File: src/rtl/count_display_pkg.sv
// count_display_pkg
//   Shared types and constants for the count 7-segment display block.
//   - state_t      : display multiplex FSM states
//   - SEG_OFF      : all-segments-off pattern in active-high form
//   - ENC_0..ENC_9 : active-high {g,f,e,d,c,b,a} digit patterns
//   - AN_*         : active-low digit enable codes
//   - apply_polarity converts an active-high pattern to the output polarity
package count_display_pkg;

    typedef enum logic [1:0] {
        S_GAP0 = 2'd0,
        S_ONES = 2'd1,
        S_GAP1 = 2'd2,
        S_TENS = 2'd3
    } state_t;

    localparam logic [6:0] SEG_OFF = 7'h00;

    localparam logic [6:0] ENC_0 = 7'h3F;
    localparam logic [6:0] ENC_1 = 7'h06;
    localparam logic [6:0] ENC_2 = 7'h5B;
    localparam logic [6:0] ENC_3 = 7'h4F;
    localparam logic [6:0] ENC_4 = 7'h66;
    localparam logic [6:0] ENC_5 = 7'h6D;
    localparam logic [6:0] ENC_6 = 7'h7D;
    localparam logic [6:0] ENC_7 = 7'h07;
    localparam logic [6:0] ENC_8 = 7'h7F;
    localparam logic [6:0] ENC_9 = 7'h6F;

    localparam logic [1:0] AN_NONE = 2'b11;
    localparam logic [1:0] AN_ONES = 2'b10;
    localparam logic [1:0] AN_TENS = 2'b01;

    function automatic logic [6:0] apply_polarity(input logic [6:0] pattern,
                                                  input bit        active_low);
        return active_low ? ~pattern : pattern;
    endfunction

endpackage

File: src/rtl/seg7_decoder.sv
// seg7_decoder
//   Combinational decimal digit to 7-segment pattern, active-high.
//   Codes 10..15 never occur in this design and decode to blank.
//   Ports:
//     digit    in  4  digit value 0..9
//     pattern  out 7  segments {g,f,e,d,c,b,a}, 1 = lit
module seg7_decoder
    import count_display_pkg::*;
(
    input  logic [3:0] digit,
    output logic [6:0] pattern
);

    always_comb begin
        pattern = SEG_OFF;
        case (digit)
            4'd0: pattern = ENC_0;
            4'd1: pattern = ENC_1;
            4'd2: pattern = ENC_2;
            4'd3: pattern = ENC_3;
            4'd4: pattern = ENC_4;
            4'd5: pattern = ENC_5;
            4'd6: pattern = ENC_6;
            4'd7: pattern = ENC_7;
            4'd8: pattern = ENC_8;
            4'd9: pattern = ENC_9;
            default: pattern = SEG_OFF;
        endcase
    end

endmodule

File: src/rtl/count_seg_display.sv
// count_seg_display
//   Shows a 4-bit count (0..15) as two decimal digits on a two-digit
//   multiplexed 7-segment display, with blank gaps between digit slots,
//   and flags 15 -> 0 wrap-around of the count with a one-cycle pulse.
//   Ports:
//     clk         in   1  system clock, rising edge
//     reset       in   1  asynchronous active-high reset
//     count       in   4  counter value, synchronous to clk
//     seg         out  7  segments {g,f,e,d,c,b,a}, polarity per SEG_ACTIVE_LOW
//     an          out  2  digit enables, active-low; an[0]=ones, an[1]=tens
//     wrap_pulse  out  1  one-cycle pulse when count goes 15 -> 0
//
//   state  | meaning
//   S_GAP0 | all digits off, BLANK_CYCLES; count snapshotted on exit
//   S_ONES | ones digit lit, REFRESH_DIV cycles
//   S_GAP1 | all digits off, BLANK_CYCLES
//   S_TENS | tens digit lit (or blank for leading zero), REFRESH_DIV cycles
module count_seg_display
    import count_display_pkg::*;
#(
    parameter int REFRESH_DIV    = 100000,
    parameter int BLANK_CYCLES   = 16,
    parameter bit SEG_ACTIVE_LOW = 1'b1
) (
    input  logic       clk,
    input  logic       reset,
    input  logic [3:0] count,
    output logic [6:0] seg,
    output logic [1:0] an,
    output logic       wrap_pulse
);

    localparam int CNT_MAX = (REFRESH_DIV > BLANK_CYCLES) ? REFRESH_DIV : BLANK_CYCLES;
    localparam int CNT_W   = $clog2(CNT_MAX);

    localparam logic [CNT_W-1:0] DIV_LAST   = CNT_W'(REFRESH_DIV - 1);
    localparam logic [CNT_W-1:0] BLANK_LAST = CNT_W'(BLANK_CYCLES - 1);
    localparam logic [6:0]       SEG_BLANK  = apply_polarity(SEG_OFF, SEG_ACTIVE_LOW);

    state_t           state, state_next;
    logic [CNT_W-1:0] div_cnt, div_cnt_next;
    logic             slot_done;
    logic [3:0]       snap, snap_next;
    logic [3:0]       prev_count;
    logic             tens;
    logic [3:0]       ones;
    logic [3:0]       digit;
    logic [6:0]       pattern;
    logic [6:0]       pattern_next;
    logic [1:0]       an_next;
    logic             wrap_next;

    always_ff @(posedge clk or posedge reset) begin
        if (reset) begin
            state   <= S_GAP0;
            div_cnt <= '0;
        end else begin
            state   <= state_next;
            div_cnt <= div_cnt_next;
        end
    end

    always_comb begin
        state_next   = state;
        slot_done    = 1'b0;
        div_cnt_next = div_cnt + 1'b1;

        if (state == S_ONES || state == S_TENS)
            slot_done = (div_cnt == DIV_LAST);
        else
            slot_done = (div_cnt == BLANK_LAST);

        if (slot_done) begin
            div_cnt_next = '0;
            case (state)
                S_GAP0:  state_next = S_ONES;
                S_ONES:  state_next = S_GAP1;
                S_GAP1:  state_next = S_TENS;
                S_TENS:  state_next = S_GAP0;
                default: state_next = S_GAP0;
            endcase
        end
    end

    // Outputs are computed from the state being entered, and the digit split
    // uses the snapshot value being loaded this edge, so the ones digit is
    // already correct in the first cycle of S_ONES.
    always_comb begin
        snap_next = (state == S_GAP0 && slot_done) ? count : snap;
        tens      = (snap_next >= 4'd10);
        ones      = snap_next - (tens ? 4'd10 : 4'd0);
        digit     = (state_next == S_TENS) ? 4'd1 : ones;
    end

    seg7_decoder u_decoder (
        .digit   (digit),
        .pattern (pattern)
    );

    always_comb begin
        an_next      = AN_NONE;
        pattern_next = SEG_OFF;
        case (state_next)
            S_ONES: begin
                an_next      = AN_ONES;
                pattern_next = pattern;
            end
            S_TENS: begin
                if (tens) begin
                    an_next      = AN_TENS;
                    pattern_next = pattern;
                end
            end
            default: begin
                an_next      = AN_NONE;
                pattern_next = SEG_OFF;
            end
        endcase
    end

    assign wrap_next = (prev_count == 4'd15) && (count == 4'd0);

    always_ff @(posedge clk or posedge reset) begin
        if (reset) begin
            snap       <= '0;
            prev_count <= '0;
            an         <= AN_NONE;
            seg        <= SEG_BLANK;
            wrap_pulse <= 1'b0;
        end else begin
            snap       <= snap_next;
            prev_count <= count;
            an         <= an_next;
            seg        <= apply_polarity(pattern_next, SEG_ACTIVE_LOW);
            wrap_pulse <= wrap_next;
        end
    end

endmodule

File: config.mk
export PLATFORM = sky130hd
export DESIGN_NAME = count_seg_display
export DESIGN_NICKNAME = d
export VERILOG_FILES = /design/src/rtl/count_display_pkg.sv /design/src/rtl/seg7_decoder.sv /design/src/rtl/count_seg_display.sv
export SDC_FILE = /design/constraint.sdc
export NUM_CORES = 1
export LEC_CHECK = 0
export BUFFER_PORTS_ARGS = -buffer_cell sky130_fd_sc_hd__buf_2
export CELL_PAD_IN_SITES_DETAIL_PLACEMENT = 1
export CELL_PAD_IN_SITES_GLOBAL_PLACEMENT = 1
export CORE_ASPECT_RATIO = 0.7
export CORE_UTILIZATION = 47
export CTS_BUF_LIST = sky130_fd_sc_hd__clkbuf_16
export CTS_CLUSTER_DIAMETER = 120
export CTS_CLUSTER_SIZE = 12
export DETAILED_ROUTE_END_ITERATION = 6
export PLACE_DENSITY_LB_ADDON = 0.1
export SYNTH_ARGS = -nofsm -noshare
export SYNTH_HDL_FRONTEND = slang
export SYNTH_SLANG_ARGS = --single-unit
File: constraint.sdc
create_clock -name clk -period 4 [get_ports clk]
set_input_delay 0.2 -clock clk [delete_from_list [all_inputs] [get_ports clk]]
set_output_delay 0.2 -clock clk [all_outputs]
set_load 0.03 [all_outputs]
Word-level counts from Yosys, hierarchy flattened
Memories as Yosys holds them, arrays and structs flattened.
Cells that the tools add are included.
- register bits after elaboration: 37
- memory bits (read-only): 112
- input bits: 6
- output and inout port bits: 10
- word-level logic and storage cells: 36
- memories kept: 1
- memories (name ; depth ; width ; read ports ; clocked after memory_dff ; wr ports ; line ; source):
    (name not given) ; 16 ; 7 ; 1 ; 0 ; 0 ; seg7_decoder.sv:16 ; case (digit)
- add/subtract/negate cells: 2
- order comparisons: 1
- equality and inequality tests: 8
- mux-type cells: 11
- bitwise gates (word level): 1
- reduce and logical (&&, ||, !) cells: 5
- operator list (cell ; count):
    adder 17 x 1 -> 17 bit (second input constant) ; 1
    equality test 17 bit (second input constant) ; 1
    equality test 17 x 4 -> 1 bit (second input constant) ; 1
    two-way mux 17 bit ; 1
    case mux 7 bit (2 select lines) ; 1
    two-way mux 4 bit ; 3
    case mux 2 bit (4 select lines) ; 1
    two-way mux 7 bit ; 1
    NOT 7 bit ; 1
    equality test 2 bit (second input constant) ; 3
    equality test 2 x 1 -> 1 bit (second input constant) ; 2
    equality test 4 bit (second input constant) ; 1
    greater-or-equal comparator 4 bit (second input constant) ; 1
    zero test 4 bit ; 1
    two-way mux 2 bit ; 2
    case mux 2 bit (2 select lines) ; 1
    subtractor 4 bit ; 1
    logical AND 1 bit ; 2
    zero test 2 bit ; 1
    logical OR 1 bit ; 1
    two-way mux 1 bit ; 1

Depth between registers and ports, before layout
An unclocked memory read counts as a cell.
- depth in word-level cells: 13
- gate-level depth with buffers: 12

Modules after synthesis
From an unflattened synthesis, not the netlist that was laid out.
- cells, all modules: 184
- area, all modules: 1971.9 µm²
- modules (own cells, without submodules) (module ; instances ; cells an instance ; area each (µm²) ; sequential area each (µm²)):
    count_seg_display ; 1 ; 156 ; 1751.7 ; 937.1
    seg7_decoder ; 1 ; 28 ; 220.2 ; 0.0

Worst setup path before layout
OpenSTA, ideal clock, no wires.
- path kind: flip-flop to flip-flop
- start point: reg state[0]
- end point: reg seg[4]
- library setup time: 0.085 ns
- data arrival time: 2.981 ns
- required time: 3.915 ns
- setup slack: 0.934 ns
- stages on the path, launching flop included: 13
- buffers on the path: 0
- clock period less this slack: 3.066 ns
- path through: dfrtp_1 or4_1 nor4_2 o2111ai_4 mux2_2 inv_1 ha_1 nor2_1 ha_1 inv_1 or3_1 a21oi_1 o22ai_1
- word-level cells in the longest chain between the ends: 13
- elaborated cells on any way between the ends: 20
- classes of those cells: add/sub (1); order compare (1); eq/ne (5); mux (8); bitwise (1); reduce/logical (3); memory (1)
- ends and longest elaborated chain (element ; line ; source):
    start, declared ; count_seg_display.sv:40 ; state_t state, state_next;
    start signal, assigned ; count_seg_display.sv:58 ; state <= state_next;
    equality test 2 x 1 -> 1 bit / equality test 2 bit (equally long branches) ; count_seg_display.sv:68, count_seg_display.sv:75 ;
    logical OR 1 bit ; count_seg_display.sv:68 ; if (state == S_ONES || state == S_TENS)
    two-way mux 1 bit ; count_seg_display.sv:68 ;
    logical AND 1 bit ; count_seg_display.sv:89 ; snap_next = (state == S_GAP0 && slot_done) ? count : snap;
    two-way mux 4 bit ; count_seg_display.sv:89 ;
    greater-or-equal comparator 4 bit ; count_seg_display.sv:90 ; tens = (snap_next >= 4'd10);
    two-way mux 4 bit ; count_seg_display.sv:91 ; ones = snap_next - (tens ? 4'd10 : 4'd0);
    subtractor 4 bit ; count_seg_display.sv:91 ;
    two-way mux 4 bit ; count_seg_display.sv:92 ; digit = (state_next == S_TENS) ? 4'd1 : ones;
    memory (16 x 7 bit) ; - ;
    two-way mux 7 bit ; count_seg_display.sv:109 ; if (tens) begin
    case mux 7 bit (2 select lines) * ; count_seg_display.sv:103 ; case (state_next)
    NOT 7 bit * ; count_display_pkg.sv:36 ; return active_low ? ~pattern : pattern;
    end signal, assigned ; count_seg_display.sv:134 ; seg <= apply_polarity(pattern_next, SEG_ACTIVE_LOW);
    end, declared ; count_seg_display.sv:28 ; output logic [6:0] seg,
Every way passes the cells marked *; elsewhere a longest branch is shown, timed or not.

Worst setup path in the final report
Same ends and word-level chain as after synthesis.

==> metrics.cfg <==
[outcome]
outcome=completed

[final_layout]
final_common_cell=dfrtp_1
final_nets=203
layout_common_cells=dfrtp_1, buf_2, inv_1, nor2_1
fillers=398
area_growth_pct=15.13
antenna_cells=0
drive_gt1_share_pct=24.34

[die]
die_area_um2=4218
rows=18
core_um2=3649
start_util_pct=50.99
die_x_um=77.20
die_h_um=54.64
pin_count=16

[sta]
setup-violations-final=0
fmax_ghz=0.2969
relSlewSlack_pct=61.80
post-route-period-util_pct=84.21
rsz0062_at_grt=no
slew_violations=0
worst_pin_slew_ps=561.9
fin_setup_tns_ps=0
fin_worst_skew_ps=3.467
min_period_ps=3368
hold_violations=0
setup_ws_ps=631.7
whs_ps=31.80

[logic_synthesis]
synth_nets=181
yosysWarningCount=0
synth_area_um2=1861
synth.largest_area_cell=dfrtp_1
yosysTopAreaCellShare_pct=37.66
synthTopCellsByArea=dfrtp_1, dfstp_2, ha_1
synth_seq_area_share_pct=50.37
yosysUniqueCellTypes=40
synthCells=166
syn_area_per_cell_um2=11.21
yosys_register_bits=37

[clock_tree]
htreeDepth=2
postCtsSetupBuffers=0
clkSinkCount=37
cts_buffers=5
clockBufferDepth=2
cts.clk_slew.worst_paths_ps=50
post_cts_resize_count=0
cts_tree=done
cts-root-buf=clkbuf_16
ctsHoldBuffers=0
clock_latency_ps=280

[job]
max_cap_violations=0

[grt]
grt_start_max_net_pins=38
grt_pass1_vias=1338
grt_util_all_layers_pct=21.27
grt_pass1_wl_mm=6.596
overflow=0
antenna_found_initial=0

[setup_path]
critPathKind=reg -> reg
regToRegStartpoint=state[0]$_DFF_PP0_
cp_slowest_stage_delay_ps=560
reg2reg_setup_slack_ps=630
worstSetupStartpointType=register
required_ps=4200
arrival_ps=3560
crit_path_cell_trace=or4_1, nor4_2, o2111ai_4, mux2_2, inv_1, ha_1, nor2_1, ha_1, inv_1, or3_1, a21oi_1, o22ai_1
crit_path_top_delay_cell=or4_1
r2r-end=seg[4]$_DFF_PP1_
critPathCaptureType=register
reg2regPathDepth=12
cp_max_fo=6

[placed_design]
place_worst_setup_slack_ps=646.1
io_buffers=15
detailed_place_hpwl_mm=2.833
gp_congestion=0.7586

[route]
first_pass_iters=4
ant_nets=0
drt_iter0_drc=47
top_layer_used=met4
wl_met2_mm=1.653
viasPerCell=5.310
drc_errors=0
wl_met1_mm=2.005
wirelength_mm=3.810
post_drt_wl_per_cell_um=15.94
wl_met3_um=117
vias=1269

[hold_path]
holdCritPathClass=in -> async

[power_and_ir_drop]
p_per_area_nw_per_um2=402.7
vdd_drop_max_v=0.0002363
p_leak_uw=0.001027

[final cells by class]
class	count	area, um^2	area share (%)
sequential	37	937.1	43.75
multi-input combinational	116	874.6	40.83
clock buffer	5	125.1	5.841
timing repair buffer	17	90.09	4.206
tap	50	62.56	2.921
inverter	11	41.29	1.928
clock inverter	3	11.26	0.5257
[metrics by stage]
stage | instance area (um^2) | power (uW) | util (%) | cells
after CTS | 2142 | 870.0 | 58.71 | 239
after detailed placement | 2006 | 507.4 | 54.97 | 231
after floorplan | 1861 | 479.4 | - | 166
after global placement | 2006 | 503.4 | 54.97 | 231
after global routing | 2142 | 896.7 | 58.71 | 239
final | 2142 | 862.6 | 58.71 | 239
[power by group]
part / switching (uW) / internal, uW
logic: 67.1 / 30.5
clock network: 138 / 224
registers: 4.52 / 398
total: 210 / 653
[flip-flops by register name, indices dropped and copies added (netlist names)]
name,count
div_cnt,17
state,2
wrap_pulse,1
an,2
snap,4
prev_count,4
seg,7
[kinds of logic (layout without fill, tap and decap cells)]
family	count (synthesis)	in the layout	share of synthesized area, %
fa+ha+maj	9	9	6.053
mux	9	9	5.918
compound gates	22	22	7.869
xor+xnor	17	17	8.406
flops	37	37	50.37
simple gates	59	59	18.76
buf+inv	13	36	2.623
[worst max-delay path by stage]
stage | startpoint | to | cells past startpoint
2_1_floorplan | state[0]$_DFF_PP0_ | seg[4]$_DFF_PP1_ | 12
3_3_place_gp | state[0]$_DFF_PP0_ | seg[4]$_DFF_PP1_ | 12
3_5_place_dp | div_cnt[6]$_DFF_PP0_ | seg[4]$_DFF_PP1_ | 12
4_1_cts | state[0]$_DFF_PP0_ | seg[4]$_DFF_PP1_ | 12
5_1_grt | state[0]$_DFF_PP0_ | seg[4]$_DFF_PP1_ | 12
6_report | state[0]$_DFF_PP0_ | seg[4]$_DFF_PP1_ | 12
[layer usage]
layer  vias up  global-route usage (%)
met5         -                       0
met4         0                   7.547
met3         5                   5.000
met2        18                   32.01
met1       635                   30.15
li1        611                       -
[Yosys cell counts]
master,count
nand2_1,9
xor2_2,1
mux2i_2,1
mux2i_4,1
o21ai_0,10
xnor2_1,10
dfrtp_1,28
and2_1,2
or4_1,2
or2_2,1
nor4_2,1
a21oi_1,6
and3_2,1
or3_1,2
nor2_1,12
dfstp_2,9
o22ai_1,1
nand4b_1,1
nor2_2,1
nand3_1,7
or2b_1,1
o211a_1,1
ha_1,9
o31ai_1,2
nand4_1,3
mux2i_1,4
nor4_4,1
nand2b_1,4
xor2_1,6
nor4b_1,1
inv_2,1
and3_1,6
inv_1,10
nor2b_1,2
nor3_4,1
a21oi_2,1
clkbuf_1,2
nor4_1,1
mux2_2,3
o2111ai_4,1
[critical path, delay by kind of cell, from the launching register on]
kind	cells	cell delay, ps
AO/OA/AOI/OAI	3	510
multiplexers	1	370
buffers and inverters	2	130
adder cells (fa/ha/maj)	2	430
AND/OR/NAND/NOR	4	1440
flip-flops	1	410
Note: power is estimated with default switching activity, not from simulation.
